### config.mk
export PLATFORM = sky130hd
export DESIGN_NAME = instruction_fetch
export DESIGN_NICKNAME = d
export VERILOG_FILES = /design/src/rtl/soin_rv_pkg.sv /design/src/rtl/fetch_pc_reg.sv /design/src/rtl/instruction_fetch.sv
export SDC_FILE = /design/constraint.sdc
export NUM_CORES = 1
export LEC_CHECK = 0
export CELL_PAD_IN_SITES_DETAIL_PLACEMENT = 1
export CELL_PAD_IN_SITES_GLOBAL_PLACEMENT = 1
export CORE_ASPECT_RATIO = 0.8
export CORE_MARGIN = 4
export CORE_UTILIZATION = 30
export CTS_CLUSTER_SIZE = 8
export DETAILED_ROUTE_END_ITERATION = 7
export HOLD_SLACK_MARGIN = 0.02
export MAX_ROUTING_LAYER = met4
export PLACE_DENSITY_LB_ADDON = 0.1
export REMOVE_ABC_BUFFERS = 1
export SETUP_SLACK_MARGIN = 0.4
export SYNTH_ARGS = -nofsm -noshare
export SYNTH_HDL_FRONTEND = slang
export SYNTH_HIERARCHICAL = 1
export SYNTH_SLANG_ARGS = --single-unit
### constraint.sdc
create_clock -name clk -period 2 [get_ports clk]
set_input_delay 0.4 -clock clk [delete_from_list [all_inputs] [get_ports clk]]
set_output_delay 0.4 -clock clk [all_outputs]
set_load 0.02 [all_outputs]
### src/rtl/soin_rv_pkg.sv
// Shared definitions for the SOIN-RV RV32I core: NOP encoding, default reset PC
// and the fetch-stage state encoding.
package soin_rv_pkg;

    localparam logic [31:0] NOP_INSTR        = 32'h0000_0013;
    localparam logic [31:0] RESET_PC_DEFAULT = 32'h0000_0000;

    typedef enum logic [0:0] {
        RUN  = 1'b0,
        HALT = 1'b1
    } fetch_state_t;

endpackage

### src/rtl/fetch_pc_reg.sv
// Program counter register with next-PC selection (reset/redirect/hold/+4).
// Optional misaligned-redirect detection is built when MISALIGN_CHECK_EN is defined.
module fetch_pc_reg
    import soin_rv_pkg::*;
#(
    parameter logic [31:0] RESET_PC = RESET_PC_DEFAULT
) (
    input  logic        clk,
    input  logic        rst,
    input  logic        hold,
    input  logic        stall,
    input  logic        redirect,
    input  logic [31:0] target,
`ifdef MISALIGN_CHECK_EN
    output logic        redirect_misaligned,
`endif
    output logic [31:0] pc
);

    logic [31:0] aligned_target;
    logic [31:0] pc_plus4;
    logic [31:0] pc_next;
    logic        bad_target;

    assign aligned_target = target & 32'hFFFF_FFFC;
    assign pc_plus4       = pc + 32'd4;

`ifdef MISALIGN_CHECK_EN
    assign bad_target          = redirect && (target[1:0] != 2'b00);
    assign redirect_misaligned = bad_target;
`else
    assign bad_target          = 1'b0;
`endif

    // A misaligned redirect leaves the PC at its pre-redirect value.
    always_comb begin
        pc_next = pc;
        if (hold) begin
            pc_next = pc;
        end else if (redirect) begin
            if (!bad_target) begin
                pc_next = aligned_target;
            end
        end else if (!stall) begin
            pc_next = pc_plus4;
        end
    end

    always_ff @(posedge clk) begin
        if (rst) begin
            pc <= RESET_PC;
        end else begin
            pc <= pc_next;
        end
    end

endmodule

### src/rtl/instruction_fetch.sv
// Fetch stage: drives the instruction memory address and captures the IF/ID register.
// Define MISALIGN_CHECK_EN to add the sticky Misaligned flag and the HALT state.
module instruction_fetch
    import soin_rv_pkg::*;
#(
    parameter logic [31:0] RESET_PC = RESET_PC_DEFAULT
) (
    input  logic        clk,
    input  logic        rst,
    output logic [31:0] Addr,
    input  logic [31:0] Instruction,
    input  logic        Stall,
    input  logic        Flush,
    input  logic        Redirect,
    input  logic [31:0] Target,
    output logic [31:0] IfId_Instruction,
    output logic [31:0] IfId_Pc,
    output logic [31:0] IfId_PcPlus4,
    output logic        IfId_Valid
`ifdef MISALIGN_CHECK_EN
    ,
    output logic        Misaligned
`endif
);

    localparam logic [0:0] S_RUN  = RUN;
`ifdef MISALIGN_CHECK_EN
    localparam logic [0:0] S_HALT = HALT;
`endif

    logic [0:0]  state;
    logic        running;
    logic [31:0] pc;
`ifdef MISALIGN_CHECK_EN
    logic        redirect_misaligned;
`endif

    assign running = (state == S_RUN);
    assign Addr    = pc;

    fetch_pc_reg #(
        .RESET_PC (RESET_PC)
    ) u_pc_reg (
        .clk                 (clk),
        .rst                 (rst),
        .hold                (!running),
        .stall               (Stall),
        .redirect            (Redirect),
        .target              (Target),
`ifdef MISALIGN_CHECK_EN
        .redirect_misaligned (redirect_misaligned),
`endif
        .pc                  (pc)
    );

    // Redirect outranks Flush, which outranks Stall, for the IF/ID register.
    always_ff @(posedge clk) begin
        if (rst) begin
            state            <= S_RUN;
            IfId_Instruction <= NOP_INSTR;
            IfId_Pc          <= 32'h0000_0000;
            IfId_PcPlus4     <= 32'h0000_0000;
            IfId_Valid       <= 1'b0;
`ifdef MISALIGN_CHECK_EN
            Misaligned       <= 1'b0;
`endif
        end else if (!running) begin
            IfId_Valid <= 1'b0;
        end else if (Redirect) begin
            IfId_Valid       <= 1'b0;
            IfId_Instruction <= NOP_INSTR;
`ifdef MISALIGN_CHECK_EN
            if (redirect_misaligned) begin
                Misaligned <= 1'b1;
                state      <= S_HALT;
            end
`endif
        end else if (Flush) begin
            IfId_Valid       <= 1'b0;
            IfId_Instruction <= NOP_INSTR;
        end else if (!Stall) begin
            IfId_Instruction <= Instruction;
            IfId_Pc          <= pc;
            IfId_PcPlus4     <= pc + 32'd4;
            IfId_Valid       <= 1'b1;
        end
    end

endmodule

==> impl_metrics.yaml <==
yosys:
  syn_area_per_cell_um2: 8.07
  ys_ff_latch: 125
  synth.cell_area_um2: 5820
  yosys_warnings: 6
  syn-instance-count: 721
  synth_cell_types: 66
  postSynth.topFlopCell: "sky130_fd_sc_hd__dfxtp_1"
  synth_enable_flop_cells: 0
  synth.yosys.seq_area_share_pct: 43.0
  async_flop_share_pct: 0
timing:
  final.setup_skew_ps: 7.09
  fin_ws_ps: -9.59
  timing.final.crit_share_pct: 100
  hold_viol: 0
  worst_pin_slew_ps: 502
  maxSlewHeadroom_pct: 66.2
  timing.final.max_slew_violations: 0
  setup_viol: 1
  achievable-frequency_mhz: 498
  rsz0062_at_grt: "yes"
  period_needed_ps: 2010
  timing.setup.tns_ps: -9.59
clock_tree:
  cts_max_level: 4
  cts.hold.buffers_added: 0
  clock_latency_ps: 420
  cts.root.buffer_cell: "sky130_fd_sc_hd__clkbuf_16"
  worst_setup_hold_path_clk_slew_ps: 60
  tritoncts.num_buffers: 17
  clock_sink_count: 125
  maximum_root_to_sink_buffer_count: 2
  tritoncts_clock_tree: "done"
run_status:
  outcome: "finished, violations left"
  violations: "negative setup slack"
floorplanning:
  core-area_um2: 19000
  starting_density_pct: 30.6
  ioPinCount: 198
  die_y_um: 133
  floorplan.die_area_um2: 21700
  die_width_um: 164
  placementRows: 45
power_and_ir_drop:
  p_per_area_nw_per_um2: 703
  post-layout-total-power_mw: 6.73
  vdd_drop_max_mv: 0.588
  proportion_of_power_drawn_by_flip_flops_and_latches_pct: 39.5
  swShare_pct: 27.7
  share_of_power_burned_in_the_clock_network_pct: 45.4
  internal_power_mw: 4.87
  power.net_switching_mw: 1.86
  leakagePower_nw: 3.93
  share_of_power_burned_in_combinational_logic_pct: 15.1
finish:
  n_antenna_cell: 0
  area_growth_syn_to_layout_pct: 64.4
  fin_area_um2: 9570
  fillerInstances: 2306
  fin_util_pct: 50.3
  final_nets: 1075
  drive_gt1_share_pct: 26.8
critical_path:
  internal_reg_to_reg_setup_slack_ps: -10
  worst-r2r-cell-count: 6
  endpoint_kind: "flip-flop"
  worstReg2RegEnd: "IfId_PcPlus4[29]"
  timing.critical_path.slowest_cell_delay_ps: 520
  critical_path.reg2reg.startpoint: "u_pc_reg/pc[4]"
  worstPathCellList: "nand4_1, buf_6, or4_4, buf_6, or4_4, a311oi_2"
  crit_path_end: "IfId_PcPlus4[29]"
  critPathArrivalTime_ps: 2340
  worstPathRequired_ps: 2330
  cpMaxStageDelayCell: "sky130_fd_sc_hd__or4_4"
  critical_path.startpoint: "u_pc_reg/pc[4]"
  critical_path.startpoint_type: "flip-flop"
  worstSetupPathType: "reg2reg"
  crit_path_max_fanout: 8
detailed_routing:
  avgRoutedWirePerCell_um: 18.9
  finalWirelength_um: 24100
  drc: 0
  initialDrtViolationCount: 428
  drt_pass1_iterations: 5
  final_antenna_net_count: 0
  route.vias.total: 6725
  detail_route.vias_per_cell: 5.28
global_route:
  grt_pass1_wl_um: 38100
  globalRoute.totalOverflow: 0
  globalRouteTotalUtil_pct: 22.3
  grt_max_degree: 53
  grt_pass1_vias: 6916
  antenna_found_initial: 0
min_path:
  hp-class: "reg2reg"
placed_design:
  port-buffer-count: 193
  detailedPlacementHpwl_um: 17300
  place_worst_setup_slack_ps: -237
  globalplace.congestion: 0.835
  post_dp_cell_area_um2: 8630
run:
  drv_cap: 0
## sequential cells by signal, indices dropped and copies added, names as in the netlist
signal / count
IfId_Valid: 1
IfId_Instruction: 32
u_pc_reg/pc: 30
IfId_PcPlus4: 30
IfId_Pc: 32
## cell usage in the layout, fill, tap and decap left out, types with 7 or more instances in the layout
master	instances
sky130_fd_sc_hd__dlygate4sd2_1	95
sky130_fd_sc_hd__dfxtp_1	101
sky130_fd_sc_hd__a22oi_1	35
sky130_fd_sc_hd__inv_1	8
sky130_fd_sc_hd__clkdlybuf4s50_1	63
sky130_fd_sc_hd__nor2_1	88
sky130_fd_sc_hd__or4_1	7
sky130_fd_sc_hd__clkbuf_16	17
sky130_fd_sc_hd__buf_4	101
sky130_fd_sc_hd__a211oi_1	15
sky130_fd_sc_hd__nor3_1	14
sky130_fd_sc_hd__a21oi_1	54
sky130_fd_sc_hd__nand2_1	106
sky130_fd_sc_hd__or3_1	8
sky130_fd_sc_hd__a311oi_2	9
sky130_fd_sc_hd__nand4_1	13
sky130_fd_sc_hd__o21ai_0	25
sky130_fd_sc_hd__dfxtp_2	18
sky130_fd_sc_hd__a311oi_1	9
sky130_fd_sc_hd__buf_2	15
sky130_fd_sc_hd__nand3_1	19
sky130_fd_sc_hd__buf_6	27
sky130_fd_sc_hd__o31ai_1	13
## layout make-up
type	instances	area, um2	area share [%]
Clock buffer	17	425	4.45
Clock inverter	14	146	1.53
Inverter	8	30.0	0.314
Multi-Input combinational cell	533	3270	34.2
Sequential cell	125	2550	26.6
Tap cell	258	323	3.37
Timing Repair Buffer	319	2830	29.6
## kinds of logic after synthesis
| family | Yosys count | share of synthesized area [%] |
|---|---|---|
| XOR/XNOR | 10 | 1.50 |
| AND/OR/NAND/NOR | 314 | 26.1 |
| flip-flops | 125 | 43.0 |
| buffers and inverters | 65 | 5.12 |
| AO/OA/AOI/OAI | 196 | 22.5 |
| multiplexers | 7 | 1.25 |
| other | 2 | 0.129 |
| adder cells (fa/ha/maj) | 2 | 0.430 |
## synthesized netlist by cell type, types with 2 or more instances
cell type | number | area [um2]
sky130_fd_sc_hd__a211oi_1 | 17 | 128
sky130_fd_sc_hd__a21o_1 | 3 | 22.5
sky130_fd_sc_hd__a21oi_1 | 54 | 270
sky130_fd_sc_hd__a22o_1 | 3 | 26.3
sky130_fd_sc_hd__a22oi_1 | 35 | 263
sky130_fd_sc_hd__a311oi_1 | 18 | 158
sky130_fd_sc_hd__a31oi_1 | 5 | 31.3
sky130_fd_sc_hd__a32oi_1 | 2 | 17.5
sky130_fd_sc_hd__a41oi_1 | 2 | 17.5
sky130_fd_sc_hd__and2_1 | 3 | 18.8
sky130_fd_sc_hd__and3_1 | 6 | 37.5
sky130_fd_sc_hd__and3_2 | 2 | 15.0
sky130_fd_sc_hd__and4_1 | 6 | 52.6
sky130_fd_sc_hd__buf_1 | 2 | 7.51
sky130_fd_sc_hd__buf_2 | 6 | 30.0
sky130_fd_sc_hd__buf_4 | 4 | 30.0
sky130_fd_sc_hd__buf_6 | 2 | 22.5
sky130_fd_sc_hd__clkbuf_1 | 41 | 154
sky130_fd_sc_hd__conb_1 | 2 | 7.51
sky130_fd_sc_hd__dfxtp_1 | 125 | 2500
sky130_fd_sc_hd__ha_1 | 2 | 25.0
sky130_fd_sc_hd__inv_1 | 8 | 30.0
sky130_fd_sc_hd__mux2_2 | 2 | 22.5
sky130_fd_sc_hd__mux2i_1 | 5 | 50.1
sky130_fd_sc_hd__nand2_1 | 106 | 398
sky130_fd_sc_hd__nand2b_1 | 3 | 18.8
sky130_fd_sc_hd__nand3_1 | 23 | 115
sky130_fd_sc_hd__nand3_2 | 2 | 20.0
sky130_fd_sc_hd__nand4_1 | 13 | 81.3
sky130_fd_sc_hd__nor2_1 | 89 | 334
sky130_fd_sc_hd__nor3_1 | 18 | 90.1
sky130_fd_sc_hd__nor4_1 | 8 | 50.1
sky130_fd_sc_hd__o21ai_0 | 28 | 140
sky130_fd_sc_hd__o22ai_1 | 2 | 12.5
sky130_fd_sc_hd__o31a_1 | 2 | 17.5
sky130_fd_sc_hd__o31ai_1 | 13 | 97.6
sky130_fd_sc_hd__or2_2 | 2 | 12.5
sky130_fd_sc_hd__or3_1 | 12 | 75.1
sky130_fd_sc_hd__or4_1 | 10 | 75.1
sky130_fd_sc_hd__xnor2_1 | 5 | 43.8
sky130_fd_sc_hd__xor2_1 | 5 | 43.8
## worst min path at each step
stage                                  end   startpoint  slack, ps  cells past startpoint
after detailed placement       IfId_Pc[25]  IfId_Pc[25]        450                      2
after floorplan            IfId_PcPlus4[3]          rst        470                      1
final                          IfId_Pc[25]  IfId_Pc[25]        450                      2
after CTS                      IfId_Pc[12]          rst        440                      3
after global placement         IfId_Pc[23]  IfId_Pc[23]        440                      2
after global routing      IfId_PcPlus4[13]          rst        450                      3
## critical path, delay by kind of cell (launching register included)
kind / cells / cell delay, ps
AND/OR/NAND/NOR: 3 / 1050
buffers and inverters: 2 / 300
AO/OA/AOI/OAI: 1 / 220
flip-flops: 1 / 340
## repair_timing
action	4_1_cts	5_1_grt
endpoints found under the setup margin	194	73
cloned	0	1
pin swaps	27	15
setup buffers	20	4
hold endpoints to repair	0	0
resized for setup	281	49
## per-layer routing
| metal | up-vias | routed length [um] | GRT usage [%] |
|---|---|---|---|
| li1 | 3207 | - | - |
| met1 | 3320 | 11400 | 29.7 |
| met2 | 183 | 11200 | 35.0 |
| met3 | 15 | 1230 | 4.58 |
| met4 | 0 | 233 | 5.31 |
| met5 | - | 0 | - |
## through the flow
stage,hold WS [ps],std cells
2_1_floorplan,469,665
5_1_grt,448,1274
3_5_place_dp,451,1218
4_1_cts,438,1269
6_report,452,1274
3_3_place_gp,444,1218
## power by group through the flow
stage	sequential (mW)	combinational, mW	clock (mW)
floorplan	2.84	0.248	0
global placement	2.70	0.984	0
detailed placement	2.71	1.01	0
CTS	2.66	0.980	3.12
global route	2.67	1.09	3.25
finish	2.66	1.02	3.05
Power figures use the tool's default switching activity.
